`src/rtl/mem_port_arbiter_pkg.sv`:
```
// mem_arb_pkg: shared state type, lane count and lane-slicing helpers for the memory port arbiter
package mem_arb_pkg;
    typedef enum logic [1:0] {IDLE, ISSUE, WAIT, RESP} state_t;
    localparam int LANES = 2;
    localparam int DEF_ADDR_W = 7;
    localparam int DEF_DATA_W = 8;
    localparam int DEF_SIZE_W = 4;
    function automatic int lane_lo(logic lane, int w);
        return lane ? w : 0;
    endfunction
endpackage

```
`src/rtl/mem_port_arbiter_rr_pick2.sv`:
```
// rr_pick2: combinational 2-way round-robin select favouring the lane not granted last
module rr_pick2
    import mem_arb_pkg::*;
(
    input  logic [LANES-1:0] eligible,
    input  logic             last_grant,
    output logic             valid,
    output logic             grant
);
    assign valid = |eligible;
    assign grant = eligible[~last_grant] ? ~last_grant : last_grant;
endmodule

```
`src/rtl/mem_port_arbiter.sv`:
```
// mem_port_arbiter: shares one single-ported memory between two lanes, one transaction at a time
module mem_port_arbiter
    import mem_arb_pkg::*;
#(
    parameter int ADDR_W = DEF_ADDR_W,
    parameter int DATA_W = DEF_DATA_W,
    parameter int SIZE_W = DEF_SIZE_W,
    parameter int RD_LAT = 2,
    parameter int WR_LAT = 1
) (
    input  logic                      clock,
    input  logic                      reset,
    input  logic [LANES-1:0]          ch_oe,
    input  logic [LANES-1:0]          ch_we,
    input  logic [LANES*ADDR_W-1:0]   ch_addr,
    input  logic [LANES*DATA_W-1:0]   ch_wdata,
    input  logic [LANES*SIZE_W-1:0]   ch_size,
    output logic [LANES*DATA_W-1:0]   ch_rdata,
    output logic [LANES-1:0]          ch_rdy,
    output logic                      mem_oe,
    output logic                      mem_we,
    output logic [ADDR_W-1:0]         mem_addr,
    output logic [DATA_W-1:0]         mem_wdata,
    output logic [SIZE_W-1:0]         mem_size,
    input  logic [DATA_W-1:0]         mem_rdata,
    output logic [LANES-1:0]          proto_err
);
    state_t state;
    logic grant, last_grant, is_wr, pick_valid, pick;
    logic [3:0] cnt;
    logic [LANES-1:0] eligible;

    assign eligible = (ch_oe ^ ch_we) & ~proto_err;

    rr_pick2 u_pick (
        .eligible   (eligible),
        .last_grant (last_grant),
        .valid      (pick_valid),
        .grant      (pick)
    );

    // Arbitration and fixed-latency sequencing; the mem_* registers double as the request latch
    always_ff @(posedge clock or negedge reset) begin
        if (!reset) begin
            state      <= IDLE;
            grant      <= 1'b0;
            last_grant <= 1'b1;
            is_wr      <= 1'b0;
            cnt        <= '0;
            ch_rdata   <= '0;
            ch_rdy     <= '0;
            mem_oe     <= 1'b0;
            mem_we     <= 1'b0;
            mem_addr   <= '0;
            mem_wdata  <= '0;
            mem_size   <= '0;
            proto_err  <= '0;
        end else begin
            case (state)
                IDLE: begin
                    proto_err <= proto_err | (ch_oe & ch_we);
                    if (pick_valid) begin
                        grant     <= pick;
                        is_wr     <= ch_we[pick];
                        mem_oe    <= ~ch_we[pick];
                        mem_we    <= ch_we[pick];
                        mem_addr  <= ch_addr[lane_lo(pick, ADDR_W) +: ADDR_W];
                        mem_wdata <= ch_wdata[lane_lo(pick, DATA_W) +: DATA_W];
                        mem_size  <= ch_size[lane_lo(pick, SIZE_W) +: SIZE_W];
                        state     <= ISSUE;
                    end
                end
                ISSUE: begin
                    mem_oe    <= 1'b0;
                    mem_we    <= 1'b0;
                    mem_addr  <= '0;
                    mem_wdata <= '0;
                    mem_size  <= '0;
                    cnt       <= is_wr ? 4'(WR_LAT - 1) : 4'(RD_LAT - 1);
                    state     <= WAIT;
                end
                WAIT: begin
                    if (cnt == 4'd0) begin
                        ch_rdy   <= {grant, ~grant};
                        ch_rdata <= {{DATA_W{grant & ~is_wr}} & mem_rdata,
                                     {DATA_W{~grant & ~is_wr}} & mem_rdata};
                        state    <= RESP;
                    end else begin
                        cnt <= cnt - 4'd1;
                    end
                end
                RESP: begin
                    ch_rdy     <= '0;
                    ch_rdata   <= '0;
                    last_grant <= grant;
                    state      <= IDLE;
                end
                default: state <= IDLE;
            endcase
        end
    end
endmodule

```
`config.mk`:
```
export PLATFORM = sky130hd
export DESIGN_NAME = mem_port_arbiter
export DESIGN_NICKNAME = d
export VERILOG_FILES = /design/src/rtl/mem_port_arbiter_pkg.sv /design/src/rtl/mem_port_arbiter_rr_pick2.sv /design/src/rtl/mem_port_arbiter.sv
export SDC_FILE = /design/constraint.sdc
export NUM_CORES = 1
export LEC_CHECK = 0
export ABC_AREA = 1
export CAP_MARGIN = 10
export CORE_AREA = 10 10 86 88
export CTS_BUF_LIST = sky130_fd_sc_hd__clkbuf_4 sky130_fd_sc_hd__clkbuf_8
export DETAILED_ROUTE_END_ITERATION = 6
export DIE_AREA = 0 0 96 98
export PLACE_DENSITY_LB_ADDON = 0.08
export SLEW_MARGIN = 20
export SYNTH_ARGS = -nofsm -noshare
export SYNTH_HDL_FRONTEND = slang
export SYNTH_SLANG_ARGS = --single-unit
export TNS_END_PERCENT = 10
```
`constraint.sdc`:
```
create_clock -name clock -period 1.8 [get_ports clock]
set_input_delay 0.27 -clock clock [delete_from_list [all_inputs] [get_ports clock]]
set_output_delay 0.27 -clock clock [all_outputs]
set_load 0.02 [all_outputs]
```
# After elaboration in Yosys (flattened, before gate mapping)
# Cells that the tools add are included.
[classes]
addsub = 1
order_cmp = 2
n_eq_ne = 6
shift = 3
muxes = 28
bitwise_logic = 13
reduce_logical = 11
[op_table]
columns = ["op", "count"]
rows = [
  ["case mux 16 bit (2 select lines)", 1],
  ["AND 8 bit", 2],
  ["2-to-1 mux 16 bit", 1],
  ["case mux 4 bit (2 select lines)", 2],
  ["case mux 8 bit (2 select lines)", 1],
  ["indexed part select 16 x 5 -> 8 bit", 1],
  ["case mux 7 bit (2 select lines)", 1],
  ["indexed part select 14 x 4 -> 7 bit", 1],
  ["2-to-1 mux 4 bit", 3],
  ["AND reduction 2 bit", 5],
  ["2-to-1 mux 1 bit", 8],
  ["2-to-1 mux 8 bit", 1],
  ["case mux 2 bit (4 select lines)", 1],
  ["indexed part select 8 x 4 -> 4 bit", 1],
  ["2-to-1 mux 7 bit", 1],
  ["2-to-1 mux 2 bit", 3],
  ["2-to-1 mux 3 bit", 2],
  ["!= test 2 bit (second input constant)", 3],
  ["nonzero test 2 bit", 3],
  ["AND 2 bit", 2],
  ["== test 2 bit (second input constant)", 2],
  ["zero test 4 bit", 1],
  ["< comparator 1 x 2 -> 1 bit (second input constant)", 2],
  ["NOT 1 bit", 4],
  ["10 further kinds", 12],
]
[totals]
register_bits = 50
input_bits = 52
out_inout_bits = 41
word_cells = 77

# Logic depth before layout (Yosys ltp)
[depth]
depth_word = 10
mapped_depth = 9
mapped_depth_nobuf = 8

# Hierarchy
# From an unflattened synthesis, not the netlist that was laid out.
[hier_totals]
cells_unflattened = 313
area_unflattened_um2 = 2626.3
[by_module_without_submodules]
columns = ["mod", "n_inst", "cells_per_inst", "area_each_um2"]
rows = [
  ["mem_port_arbiter", 1, 307, 2601.2],
  ["rr_pick2", 1, 6, 25.0],
]

# Worst setup path after synthesis
# Ideal clock, no wire load.
[synth_timing]
path_type = "reg-to-reg"
start = "register state[0]"
end = "register ch_rdata[10]"
setup_time_ps = 118
arrival_ps = 1399
setup_slack_ps = 284
path_stages_with_launch = 9
n_path_buf = 1
synth_period_minus_slack_ps = 1516
path_cell_list = "dfrtp_1 inv_1 ha_1 inv_2 o21ai_4 inv_6 buf_8 nand2_1 nand2_1"
[synth_via]
elab_chain_len = 3
elab_cells_between_ends = 6
cone_classes = "eq/ne: 3; mux: 1; reduce/logical: 2"
[synth_rtl]
columns = ["item", "line", "rtl"]
rows = [
  ["start, declared", "mem_port_arbiter.sv:28", "state_t state;"],
  ["start signal, assigned", "mem_port_arbiter.sv:45", "state <= IDLE;"],
  ["start signal, assigned", "mem_port_arbiter.sv:70", "state <= ISSUE;"],
  ["start signal, assigned", "mem_port_arbiter.sv:80", "state <= WAIT;"],
  ["== test 2 bit", "mem_port_arbiter.sv:59", "case (state)"],
  ["!= test 2 bit (no line) or nonzero test 2 bit (tied branches)", "--", ""],
  ["AND reduction 2 bit (no line)", "--", ""],
  ["end signal, assigned", "mem_port_arbiter.sv:85", "ch_rdata <= {{DATA_W{grant & ~is_wr}} & mem_rdata,"],
  ["end, declared", "mem_port_arbiter.sv:18", "output logic [LANES*DATA_W-1:0] ch_rdata,"],
]
# Several ways; a longest one is shown, not always the timed one.
# A chain may end at the register's enable or synchronous reset.

# Worst setup path in the final report
[layout_timing]
start = "register state[0]"
end = "register ch_rdata[7]"
# Same word-level chain as after synthesis.

==> metrics.txt <==
# TYPE chip_impl_metric gauge
chip_impl_metric{name="power_switching_share",unit=""} 0.208
chip_impl_info{name="tritoncts_clock_tree",value="yes"} 1
chip_impl_metric{name="routedLengthMet1",unit="mm"} 2.90
chip_impl_metric{name="synth_xor_area_frac",unit=""} 0.00331
chip_impl_metric{name="placeableCoreArea",unit="µm²"} 5750
chip_impl_metric{name="synth.mux.area_fraction",unit=""} 0
chip_impl_metric{name="initial_core_utilization",unit=""} 0.460
chip_impl_metric{name="fillerInstances",unit=""} 530
chip_impl_metric{name="design.portCount",unit=""} 93
chip_impl_metric{name="drt_via_density",unit=""} 4.64
chip_impl_info{name="setup_repair_after_global_routing_missed_its_margin",value="false"} 1
chip_impl_metric{name="post_synth_instance_area",unit="µm²"} 2640
chip_impl_metric{name="ir_worst_vdd",unit="µV"} 422
chip_impl_metric{name="wire_per_inst",unit="µm"} 13.0
chip_impl_metric{name="detailroute.via_count",unit=""} 2489
chip_impl_metric{name="clkPwrFrac",unit=""} 0.365
chip_impl_metric{name="insertedDiodeCount",unit=""} 0
chip_impl_metric{name="finish.net_count",unit=""} 521
chip_impl_metric{name="timing_hold_violations_final",unit=""} 0
chip_impl_info{name="synth_top_family_by_area",value="simple AND/OR/NAND/NOR gates"} 1
chip_impl_metric{name="die_area",unit="µm²"} 9410
chip_impl_metric{name="cap_viol_max_count",unit=""} 0
chip_impl_metric{name="leakage",unit="nW"} 2.04
chip_impl_metric{name="postSynthCellCount",unit=""} 360
chip_impl_metric{name="final_standard_cell_count_with_taps_included_and_fillers_excluded",unit=""} 537
chip_impl_metric{name="clock_insertion_delay_worst_skew",unit="ns"} 0.30
chip_impl_metric{name="postSynthRegisterBits",unit=""} 50
chip_impl_metric{name="worstPathRequired",unit="ns"} 2.04
chip_impl_metric{name="cts-buffers-inserted",unit=""} 5
chip_impl_metric{name="grt_start_max_net_pins",unit=""} 51
chip_impl_info{name="clock-root-buffer",value="clkbuf_8"} 1
chip_impl_metric{name="cts.repair_timing.setup_buffer_count",unit=""} 0
chip_impl_metric{name="antenna_found_initial",unit=""} 0
chip_impl_metric{name="layout_worst_path_cycle_share",unit=""} 0.922
chip_impl_metric{name="cts_max_path_bufs",unit=""} 2
chip_impl_info{name="timing.critical_path.to_type",value="register"} 1
chip_impl_metric{name="path_clk_slew",unit="ns"} 0.09
chip_impl_metric{name="synthAdderAreaFrac",unit=""} 0.0379
chip_impl_metric{name="slew_headroom",unit=""} 0.626
chip_impl_metric{name="power_density",unit="nW/µm²"} 535
chip_impl_metric{name="measured_slew_at_the_worst_slew_check_pin",unit="ns"} 0.559
chip_impl_metric{name="setup_slack",unit="ns"} 0.141
chip_impl_info{name="critical_path_class",value="reg2reg"} 1
chip_impl_metric{name="grt_pass1_vias",unit=""} 2527
chip_impl_metric{name="cell_internal_pwr",unit="mW"} 1.63
chip_impl_metric{name="drc",unit=""} 0
chip_impl_metric{name="final_antenna_net_count",unit=""} 0
chip_impl_info{name="hp-class",value="reg2reg"} 1
chip_impl_metric{name="timing.final.crit_period",unit="ns"} 1.66
chip_impl_metric{name="dp_cells",unit=""} 528
chip_impl_metric{name="syn_avg_cell_area",unit="µm²"} 7.34
chip_impl_metric{name="finalSetupViolCount",unit=""} 0
chip_impl_metric{name="gr-usage-all-layers",unit=""} 0.153
chip_impl_metric{name="dpl_worst_slack",unit="ns"} -0.0182
chip_impl_metric{name="cts.htree.levels",unit=""} 2
chip_impl_metric{name="power_frac_seq",unit=""} 0.545
chip_impl_metric{name="detailed_router_iteration_count_before_antenna_repair",unit=""} 5
chip_impl_metric{name="post_synth_and_or_nand_nor_area_fraction",unit=""} 0.347
chip_impl_metric{name="yosys_warnings",unit=""} 0
chip_impl_metric{name="global_route.overflow_total",unit=""} 0
chip_impl_metric{name="net_count_synth",unit=""} 420
chip_impl_metric{name="grt_pass1_wl",unit="mm"} 11.7
chip_impl_metric{name="hpwlAfterDp",unit="mm"} 5.19
chip_impl_info{name="worstSetupStartpointType",value="register"} 1
chip_impl_metric{name="finalWeightedCongestion",unit=""} 0.767
chip_impl_info{name="final_cell_mix",value="nand2_1 (133), clkdlybuf4s50_1 (91), nand3_1 (66)"} 1
chip_impl_metric{name="combinationalPowerShare",unit=""} 0.090
chip_impl_metric{name="die_x",unit="µm"} 96
chip_impl_metric{name="route.final.wire_length",unit="mm"} 6.96
chip_impl_metric{name="cts.sinks",unit=""} 50
chip_impl_metric{name="fmaxAchievable",unit="GHz"} 0.603
chip_impl_info{name="result_of_the_run",value="completed"} 1
chip_impl_info{name="highest-signal-layer",value="met4"} 1
chip_impl_metric{name="share_of_synthesized_area_occupied_by_flip_flops_and_latches",unit=""} 0.474
chip_impl_metric{name="fp-row-count",unit=""} 28
chip_impl_metric{name="layout-drive-gt1-share",unit=""} 0.0671
chip_impl_metric{name="die_ht",unit="µm"} 98
chip_impl_info{name="commonest_non_fill_non_tap_cell_in_the_layout",value="nand2_1"} 1
chip_impl_metric{name="post_synthesis_compound_gate_area_fraction",unit=""} 0.0199
chip_impl_metric{name="drtIter0Drc",unit=""} 66
chip_impl_metric{name="timing.clock.skew",unit="ns"} 0.00611
chip_impl_metric{name="holdWs",unit="ns"} 0.484
chip_impl_metric{name="power_switching",unit="µW"} 427
chip_impl_metric{name="area_delta_synth_final",unit="%"} 45.7
chip_impl_metric{name="routed-wl-met2",unit="mm"} 3.37
chip_impl_metric{name="final_core_utilization",unit=""} 0.670
chip_impl_metric{name="synth_cell_type_count",unit=""} 21
chip_impl_metric{name="worst_ep_arrival_time",unit="ns"} 1.90
chip_impl_metric{name="maxSlewViolCount",unit=""} 0
chip_impl_metric{name="numPortBuffers",unit=""} 92
chip_impl_metric{name="post_cts_resized",unit=""} 0
chip_impl_metric{name="crit_path_max_fanout",unit=""} 8
chip_impl_metric{name="wl_met3",unit="µm"} 591
chip_impl_metric{name="ctsHoldBuffers",unit=""} 1
-- final timing paths --
path / from / endpoint / slack [ns] / depth (start not counted)
worst min-delay path: ch_rdata[12]$_DFFE_PN0P_ / ch_rdata[12]$_DFFE_PN0P_ / 0.48 / 2
min in group asynchronous: reset / cnt[0]$_DFFE_PN0P_ / 0.49 / 3
worst min register to register: ch_rdata[12]$_DFFE_PN0P_ / ch_rdata[12]$_DFFE_PN0P_ / 0.48 / 2
max in group asynchronous: reset / last_grant$_DFFE_PN1P_ / 1.03 / 3
worst max register to register: state[0]$_DFFE_PN0P_ / ch_rdata[7]$_DFFE_PN0P_ / 0.14 / 7
worst max-delay path: state[0]$_DFFE_PN0P_ / ch_rdata[7]$_DFFE_PN0P_ / 0.14 / 7
-- flip-flops by register name, summed over array words and instances (netlist names) --
| name | flops |
|---|---|
| cnt | 4 |
| mem_we | 1 |
| mem_size | 4 |
| ch_rdy | 2 |
| ch_rdata | 16 |
| proto_err | 2 |
| is_wr | 1 |
| mem_oe | 1 |
| mem_wdata | 8 |
| mem_addr | 7 |
| grant | 1 |
| last_grant | 1 |
| state | 2 |
-- area by class of cell --
class                   count  area, µm²  area share
repair buffers            106       1070       0.279
inverters                  63        241      0.0627
well taps                  75       93.8      0.0244
clock buffers               8        110      0.0286
multi-input cells         235       1080       0.280
flip-flops and latches     50       1250       0.325
-- worst max-delay path, cell delays in order, from the launching register on --
cell and delay, ns:
dfrtp_1 0.43, inv_1 0.10, ha_1 0.30, inv_2 0.11
o21ai_4 0.29, buf_4 0.21, nand3_1 0.07, nand2_1 0.09
-- cell usage after synthesis (all sizes together) --
library cell / instances / area share
xor2: 1 / 0.0033
nor2: 13 / 0.018
nand3b: 1 / 0.0028
inv: 63 / 0.091
ha: 8 / 0.038
o21ai: 6 / 0.016
nand3: 66 / 0.13
clkbuf: 3 / 0.0043
buf: 9 / 0.022
o22ai: 1 / 0.0024
a21oi: 1 / 0.0019
dfstp: 1 / 0.0099
dfrtp: 49 / 0.46
nand2: 138 / 0.20
-- power by group through the flow --
stage	clock network, mW	logic [mW]	registers, mW
2_1_floorplan	0	0.0412	1.14
3_3_place_gp	0	0.186	1.14
3_5_place_dp	0	0.186	1.14
4_1_cts	0.772	0.189	1.12
5_1_grt	0.830	0.206	1.12
6_report	0.751	0.186	1.12
-- kinds of logic after synthesis --
kind of cell | count (synthesis)
flops | 50
fa+ha+maj | 8
simple gates | 218
xor+xnor | 1
buf+inv | 75
compound gates | 8
-- per-stage QoR --
step | power, mW | setup TNS (ns) | instance area, µm²
final | 2.06 | 0 | 3850
after global routing | 2.16 | 0 | 3850
after CTS | 2.08 | 0 | 3850
after detailed placement | 1.33 | -0.133 | 3730
after global placement | 1.33 | 0 | 3730
after floorplan | 1.19 | 0 | 2640
-- layer usage --
layer	vias to the layer above	global-route usage
met3	6	0.0528
met2	68	0.250
met4	0	0.0511
met5	-	0
met1	1119	0.181
li1	1296	-
Note: power is estimated with default switching activity, not from simulation.
